<file path="src/rtl/jk_counter_pkg.sv">
// jk_counter_pkg: shared definitions for the J-K modulo counter.
//
// Holds the {j,k} command encoding driven into each J-K stage and the
// modulo next-count helper used by the counter's next-state logic.
//
// Optional build macro used by the counter: JK_COUNTER_SATURATE_EN.

package jk_counter_pkg;

  // {j,k} command applied to one J-K stage.
  typedef logic [1:0] jk_cmd_t;

  localparam jk_cmd_t HOLD   = 2'b00;
  localparam jk_cmd_t RESET  = 2'b01;
  localparam jk_cmd_t SET    = 2'b10;
  localparam jk_cmd_t TOGGLE = 2'b11;

  // Next value of a modulo-'modulus' up/down counter. Out-of-range inputs
  // return 0 so a corrupted count always re-enters the legal sequence.
  function automatic int unsigned next_count(input int unsigned cur,
                                             input logic        up,
                                             input int unsigned modulus);
    if (cur >= modulus) begin
      return 32'd0;
    end
    if (up) begin
      return (cur == modulus - 32'd1) ? 32'd0 : cur + 32'd1;
    end
    return (cur == 32'd0) ? modulus - 32'd1 : cur - 32'd1;
  endfunction

endpackage

</file>
<file path="src/rtl/jk_stage.sv">
// jk_stage: one J-K flip-flop with asynchronous active-low clear.
//
// Ports:
//   clk   - rising-edge clock
//   clr_n - asynchronous active-low clear, forces q to 0
//   j, k  - J-K inputs: 00 hold, 01 reset, 10 set, 11 toggle
//   q     - stage output
//   q_n   - complemented stage output

module jk_stage
  import jk_counter_pkg::*;
(
  input  logic clk,
  input  logic clr_n,
  input  logic j,
  input  logic k,
  output logic q,
  output logic q_n
);

  logic q_q;

  always_ff @(posedge clk or negedge clr_n) begin
    if (!clr_n) begin
      q_q <= 1'b0;
    end else begin
      unique case ({j, k})
        HOLD:    q_q <= q_q;
        RESET:   q_q <= 1'b0;
        SET:     q_q <= 1'b1;
        TOGGLE:  q_q <= ~q_q;
        default: q_q <= q_q;
      endcase
    end
  end

  assign q   = q_q;
  assign q_n = ~q_q;

endmodule

</file>
<file path="src/rtl/jk_mod_counter.sv">
// jk_mod_counter: synchronous modulo-MODULUS up/down counter built from WIDTH
// J-K flip-flop stages. Each cycle the next-state logic issues one {j,k}
// command per stage: TOGGLE/HOLD while counting, SET/RESET while loading or
// recovering from an illegal count.
//
// Parameters:
//   WIDTH   - counter width in bits
//   MODULUS - count range 0..MODULUS-1, 2 <= MODULUS <= 2**WIDTH
//
// Ports:
//   clk      - rising-edge clock
//   clr_n    - asynchronous active-low clear (count, wrap and tc go to 0)
//   en       - count enable
//   up_dn    - 1 counts up, 0 counts down
//   load     - synchronous parallel load, has priority over en
//   load_val - value to load, clamped to MODULUS-1
//   count    - current count (q vector of the stages)
//   tc       - terminal count, combinational
//   wrap     - registered one-cycle pulse after a wrapping count step
//
// Build option: define JK_COUNTER_SATURATE_EN to make counting saturate at
// the terminal value instead of wrapping; wrap then stays 0.

module jk_mod_counter
  import jk_counter_pkg::*;
#(
  parameter int unsigned WIDTH   = 4,
  parameter int unsigned MODULUS = 10
) (
  input  logic             clk,
  input  logic             clr_n,
  input  logic             en,
  input  logic             up_dn,
  input  logic             load,
  input  logic [WIDTH-1:0] load_val,
  output logic [WIDTH-1:0] count,
  output logic             tc,
  output logic             wrap
);

  if (WIDTH < 1 || WIDTH > 31) begin : g_bad_width
    $error("jk_mod_counter: WIDTH must be in 1..31");
  end

  if (MODULUS < 2 || MODULUS > (32'd1 << WIDTH)) begin : g_bad_modulus
    $error("jk_mod_counter: MODULUS must satisfy 2 <= MODULUS <= 2**WIDTH");
  end

  localparam logic [WIDTH-1:0] MaxVal = WIDTH'(MODULUS - 1);

  logic [WIDTH-1:0] stage_q;
  logic [WIDTH-1:0] stage_q_n;
  jk_cmd_t [WIDTH-1:0] jk_cmd;

  logic             at_max;
  logic             at_zero;
  logic             illegal;
  logic             tc_raw;
  logic [WIDTH-1:0] load_tgt;
  logic [WIDTH-1:0] step_val;
  logic [WIDTH-1:0] next_val;
  logic             wrap_d;
  logic             wrap_q;

  assign at_max  = (stage_q == MaxVal);
  // All complemented outputs high means every stage holds 0.
  assign at_zero = &stage_q_n;
  assign illegal = (32'(stage_q) >= MODULUS);

  assign load_tgt = (32'(load_val) >= MODULUS) ? MaxVal : load_val;
  assign step_val = WIDTH'(next_count(32'(stage_q), up_dn, MODULUS));

  assign tc_raw = en & ~load & ((up_dn & at_max) | (~up_dn & at_zero));

  always_comb begin
    next_val = stage_q;
    wrap_d   = 1'b0;
    for (int i = 0; i < WIDTH; i++) begin
      jk_cmd[i] = HOLD;
    end

    if (load) begin
      next_val = load_tgt;
      for (int i = 0; i < WIDTH; i++) begin
        jk_cmd[i] = next_val[i] ? SET : RESET;
      end
    end else if (en) begin
      if (illegal) begin
        // Explicit SET/RESET so recovery does not depend on the corrupted q.
        next_val = '0;
        for (int i = 0; i < WIDTH; i++) begin
          jk_cmd[i] = next_val[i] ? SET : RESET;
        end
      end else begin
`ifdef JK_COUNTER_SATURATE_EN
        next_val = tc_raw ? stage_q : step_val;
`else
        next_val = step_val;
        wrap_d   = tc_raw;
`endif
        for (int i = 0; i < WIDTH; i++) begin
          jk_cmd[i] = (stage_q[i] ^ next_val[i]) ? TOGGLE : HOLD;
        end
      end
    end
  end

  for (genvar i = 0; i < WIDTH; i++) begin : g_stage
    jk_stage u_stage (
      .clk   (clk),
      .clr_n (clr_n),
      .j     (jk_cmd[i][1]),
      .k     (jk_cmd[i][0]),
      .q     (stage_q[i]),
      .q_n   (stage_q_n[i])
    );
  end

  always_ff @(posedge clk or negedge clr_n) begin
    if (!clr_n) begin
      wrap_q <= 1'b0;
    end else begin
      wrap_q <= wrap_d;
    end
  end

  assign count = stage_q;
  // Clear holds tc low even though en/up_dn may describe a terminal state.
  assign tc    = tc_raw & clr_n;
  assign wrap  = wrap_q;

endmodule
</file>
<file path="config.mk">
export PLATFORM = sky130hd
export DESIGN_NAME = jk_mod_counter
export DESIGN_NICKNAME = d
export VERILOG_FILES = /design/src/rtl/jk_counter_pkg.sv /design/src/rtl/jk_stage.sv /design/src/rtl/jk_mod_counter.sv
export SDC_FILE = /design/constraint.sdc
export NUM_CORES = 1
export LEC_CHECK = 0
export CAP_MARGIN = 20
export CORE_AREA = 2 2 39 41
export DETAILED_ROUTE_END_ITERATION = 10
export DIE_AREA = 0 0 41 43
export RECOVER_POWER = 25
export SLEW_MARGIN = 0
export SYNTH_ARGS = -nofsm -noshare
export SYNTH_HDL_FRONTEND = slang
export SYNTH_SLANG_ARGS = --single-unit
</file>
<file path="constraint.sdc">
create_clock -name clk -period 1.88 [get_ports clk]
set_input_delay 0.282 -clock clk [delete_from_list [all_inputs] [get_ports clk]]
set_output_delay 0.282 -clock clk [all_outputs]
set_load 0.03 [all_outputs]
</file>
Word-level counts from Yosys, hierarchy flattened:

Index checks and enable logic that the tools add are counted.

* register bits after elaboration: 5
* input bits: 9
* output and inout bits: 6
* logic and storage cells: 71

* add/subtract/negate cells: 2
* magnitude comparators: 2
* equality and inequality tests: 13
* multiplexer cells: 27
* bitwise logic cells: 16
* reductions and logical operators: 6

Operators by type and width (count)
* $mux W4: 6
* $mux W8: 3
* $eq A2 B2 Y1 const B: 8
* $mux W2: 8
* $pmux W1 S3: 4
* $eq A2 B1 Y1 const B: 4
* $ge A4 B4 Y1 const B: 2
* $logic_not A2 Y1: 4
* $mux W1: 6
* $not A1 Y1: 6
* $and A1 B1 Y1: 5
* $add A4 B1 Y4 const B: 1
* $eq A4 B4 Y1 const B: 1
* $logic_not A4 Y1: 1
* $reduce_and A4 Y1: 1
* $sub A4 B1 Y4 const B: 1
* $xor A1 B1 Y1: 4
* $or A1 B1 Y1: 1

Depth between registers and ports, before layout:

Gate-level depths: netlist of run 1.

* depth after elaboration: 12
* mapped depth: 4
* depth with buffers taken out: 3

Cells and area by module:

From an unflattened synthesis of run 1, not the netlist that was laid out.

* cells, all modules: 76
* area, all modules: 545.5 µm²

By module, submodules not included
* jk_mod_counter: instances 1, cells an instance 60, area an instance 395.4 µm², sequential area each 25.0 µm²
* jk_stage: instances 4, cells an instance 4, area an instance 37.5 µm², sequential area each 25.0 µm²

Worst setup path before layout of run 1:

No wires, ideal clock.

* kind: flip-flop to output port
* start: register g_stage[1].u_stage.q_q
* end: output port tc
* arrival: 1412 ps
* required time: 1598 ps
* setup slack: 186 ps
* cell stages (with the launch flop): 5
* buffers on the path: 1
* path through: dfrtp_1 -> buf_6 -> or4b_4 -> a21oi_2 -> and2_1

* cells in the longest elaborated chain, start to end: 6
* elaborated cells between the ends (all ways): 8
* those cells by class: 1 x eq/ne; 6 x bitwise; 1 x reduce/logical

Ends and longest elaborated chain
* start, declared: line jk_stage.sv:21 `logic q_q;`
* start signal, assigned: line jk_stage.sv:28 `HOLD: q_q <= q_q;`
* start signal, assigned: line jk_stage.sv:31 `TOGGLE: q_q <= ~q_q;`
* start signal, assigned: line jk_stage.sv:32 `default: q_q <= q_q;`
* $not A1 Y1: line jk_stage.sv:38 `assign q_n = ~q_q;`
* $reduce_and A4 Y1: line jk_mod_counter.sv:67 `assign at_zero = &stage_q_n;`
* $and A1 B1 Y1: line jk_mod_counter.sv:73 `assign tc_raw = en & ~load & ((up_dn & at_max) | (~up_dn & at_zero));`
* $or A1 B1 Y1 *: line jk_mod_counter.sv:73
* $and A1 B1 Y1 *: line jk_mod_counter.sv:73
* $and A1 B1 Y1 *: line jk_mod_counter.sv:129 `assign tc = tc_raw & clr_n;`
* end, declared: line jk_mod_counter.sv:37 `output logic tc,`

Every way passes the cells marked *; elsewhere a longest branch is shown, timed or not.

Worst setup path in the final report of run 1:

Ends and elaborated chain as after synthesis.

==> results of run 1 <==
-- path summary, 6_finish.rpt --
| check | startpoint | to | cells past startpoint |
|---|---|---|---|
| max | g_stage[1].u_stage.q | tc | 4 |
| min | clr_n | wrap | 2 |
| max reg2reg | g_stage[3].u_stage.q | g_stage[1].u_stage.q | 5 |
| min reg2reg | g_stage[1].u_stage.q | wrap | 2 |
| max in group asynchronous | clr_n | g_stage[3].u_stage.q | 2 |
| min in group clk | load | wrap | 3 |
-- final cells by class --
cell class | count | area (sq um) | share of cell area [%]
clock buffer | 4 | 26.3 | 4.03
tap | 16 | 20.0 | 3.07
sequential | 5 | 126 | 19.4
inverter | 4 | 15.0 | 2.30
multi-input combinational | 37 | 262 | 40.1
timing repair buffer | 23 | 203 | 31.1
-- synthesized netlist by cell type, types with 2 or more instances --
master / n / area, sq um
o311ai_0: 2 / 17.5
a31oi_1: 2 / 12.5
o21ai_0: 2 / 10.0
buf_4: 4 / 30.0
nand3_1: 4 / 20.0
nor4b_1: 2 / 17.5
or3_1: 2 / 12.5
a21oi_1: 2 / 10.0
buf_2: 2 / 10.0
inv_1: 4 / 15.0
dfrtp_1: 5 / 125
nor3b_1: 2 / 15.0
nor2_1: 3 / 11.3
-- metrics by stage --
stage | util (%) | power (mW)
final | 47.1 | 0.437
after CTS | 46.0 | 0.434
after floorplan | - | 0.248
after global placement | 44.0 | 0.305
after detailed placement | 44.0 | 0.304
after global routing | 47.1 | 0.466
-- state kept, by name, summed over array words and instances (netlist names) --
| name | count |
|---|---|
| g_stage.u_stage.q | 4 |
| wrap | 1 |
-- layer usage --
metal / up-vias / global-route usage (%) / wire length [um] / share of wire (%)
met5: - / 0 / 0 / 0
met4: 0 / 4.00 / 10 / 0.93
met3: 3 / 7.85 / 84 / 7.8
met2: 21 / 16.9 / 465 / 43
met1: 209 / 21.6 / 510 / 48
li1: 237 / - / - / -
-- repair_timing --
action,in CTS,in global routing
endpoints found under the setup margin,1,1
pin swaps,1,2
gates resized for setup,3,2
endpoints found under the hold margin,0,0
buffers inserted,0,2
hold buffers,0,0
-- power by group --
group	switching [mW]	internal [mW]	total, mW
Sequential	0.00762	0.120	0.128
Combinational	0.0966	0.0855	0.182
Clock	0.0463	0.0804	0.127
Total	0.150	0.286	0.437
-- worst reg2reg max path, delay by kind of cell, from the launching register on --
family          cells  cell delay (ns)
buf+inv             2             0.29
flops               1             0.39
simple gates        2             0.28
compound gates      1             0.40
-- cell families after synthesis --
logic type | count (synthesis)
XOR/XNOR | 1
flip-flops | 5
AO/OA/AOI/OAI | 13
buffers and inverters | 12
AND/OR/NAND/NOR | 23
-- cells in the final DEF (no fill, tap or decap), drive strengths merged, types with 2 or more instances in the layout --
cell	Yosys	routed
clkdlybuf4s50	0	10
nor2	3	3
a31oi	2	2
buf	7	9
nor3b	2	2
o311ai	2	2
dlygate4sd2	0	2
dfrtp	5	5
or3	3	3
nand3	4	4
clkbuf	1	5
inv	4	4
a21oi	3	3
or4b	2	2
o21ai	2	2
nor4b	2	2
o211ai	2	2
==> summary.txt, run 1 <==
Status
  • Status: completed

Synthesis
  • Synth Cell Area: 454 sq um
  • Syn nets: 63
  • Synth Area in XOR/XNOR: 1.93%
  • Yosys cell types: 31
  • Yosys warnings: 0
  • Async S/R FF share, synth: 100%
  • Cell count after synthesis: 54
  • Synth Area in Compound Gates: about a fifth
  • Mux cell area share after synthesis: 0%
  • Seq/Total Area, Yosys: ~28%
  • Largest family of logic cells by synthesized area: simple AND/OR/NAND/NOR gates
  • Register bit total from synthesis: 5
  • Post-Synth Adder-Cell Area: 0%
  • Post-synth EDFFs: 0
  • Post-Syn Area per Cell: 8.41 sq um
  • Most used DFF post-synth: dfrtp_1
  • Post-synthesis simple-gate area fraction: 34.2%

Cells and area
  • Layout Cell Area excl Fill: around 650 sq um
  • Final #Nets: just over 80
  • Filler Cell Count: 140
  • N_diodes: 0
  • Area delta synth->final: 43.5%
  • Fin cells: 89
  • Share of post-route cells with drive strength above 1: a little over a quarter

Critical path
  • R2r setup slk: 0.37 ns
  • Slowest cell delay on critical path: 0.51 ns
  • Slowest CP cell: or4b_4
  • CP arrival: 1.53 ns
  • Top cell family by delay on the critical path: simple AND/OR/NAND/NOR gates
  • CP Launch Type: flop
  • Cell chain of the critical path: or4b_4 -> a21oi_2 -> and2_4 -> buf_6
  • CP endpoint kind: output port
  • WP buf/inv: 1
  • CP required: 1.60 ns
  • Crit path kind: flop to output port
  • Peak fanout along the critical path: 2

Power and ir drop
  • Pwr dens: 670 nW/um^2
  • Leakage: ~0.27 nW
  • Max VDD drop: between 400 and 500 uV

Placement
  • Port Buffers: 14
  • Place WS: -0.0519 ns
  • Placer Congestion: 0.869
  • Dpl cell area: 609 sq um
  • Placed cells: just over 80
  • DP HPWL: 745 um

Floorplan
  • Rows: 14
  • Die Span Y: 43 um
  • Die ar.: 1760 sq um
  • Initial cell density of the core: 32.8%
  • Area of the core: 1380 sq um
  • # IOs: 15
  • Chip Width: 41 um

Global route
  • Grt ovf: 0
  • Global-route wire length before repair: 1660 um
  • Vias in the first global route: 371
  • Largest net degree at the start of global routing: 13
  • GRT Overall Usage: 14.2%
  • Initial antenna violation count: 0

Route
  • DRT iter0 DRCs: 5
  • DRT Wirelength: ~1100 um
  • Routed Antenna Nets: 0
  • DRC Markers: 0
  • Vias per Instance: 5.28
  • Pre-antenna DRT Iters: 4
  • WL/cell: 12.0 um
  • Vias: 470

Clock tree
  • Worst skew pair latency: approximately 0.25 ns
  • CTS buffer count: 3
  • Clock slew at reported path FFs: 0.05 ns
  • Clock Path Buffers: 2
  • Clock Sinks: 5
  • CTS tree: built
  • Root buffer selected by CTS: clkbuf_4
  • H-tree Lvls: 1

Timing
  • Worst-margin pin slew: 0.395 ns
  • Final period utilization: 96.5%
  • RSZ-0062 raised after global routing: false
  • Max Freq: 551 MHz
  • Final Hold Fails: 0
  • Worst Hold Slack: 0.440 ns
  • Final min period: 1.81 ns
  • Skew final: 0.00615 ns
  • Final setup TNS: 0 ns
  • Final setup violation count: 0
  • Final Max Tran Viols: 0
  • Final WS setup: 0.0653 ns
  • Slew HR: 73.3%

Job
  • Max-cap violations: 0

Worst hold path
  • Hold crit path type: input pin to asynchronous set/reset pin
(Power assumes the default switching activity.)
==> run 2: changes to the inputs <==
--- a/config.mk
+++ b/config.mk
@@ -14,3 +14,4 @@
 export SYNTH_ARGS = -nofsm -noshare
 export SYNTH_HDL_FRONTEND = slang
 export SYNTH_SLANG_ARGS = --single-unit
+export TNS_END_PERCENT = 10
==> results of run 2 <==
Final layout, timing and power as in run 1 (identical DEF).
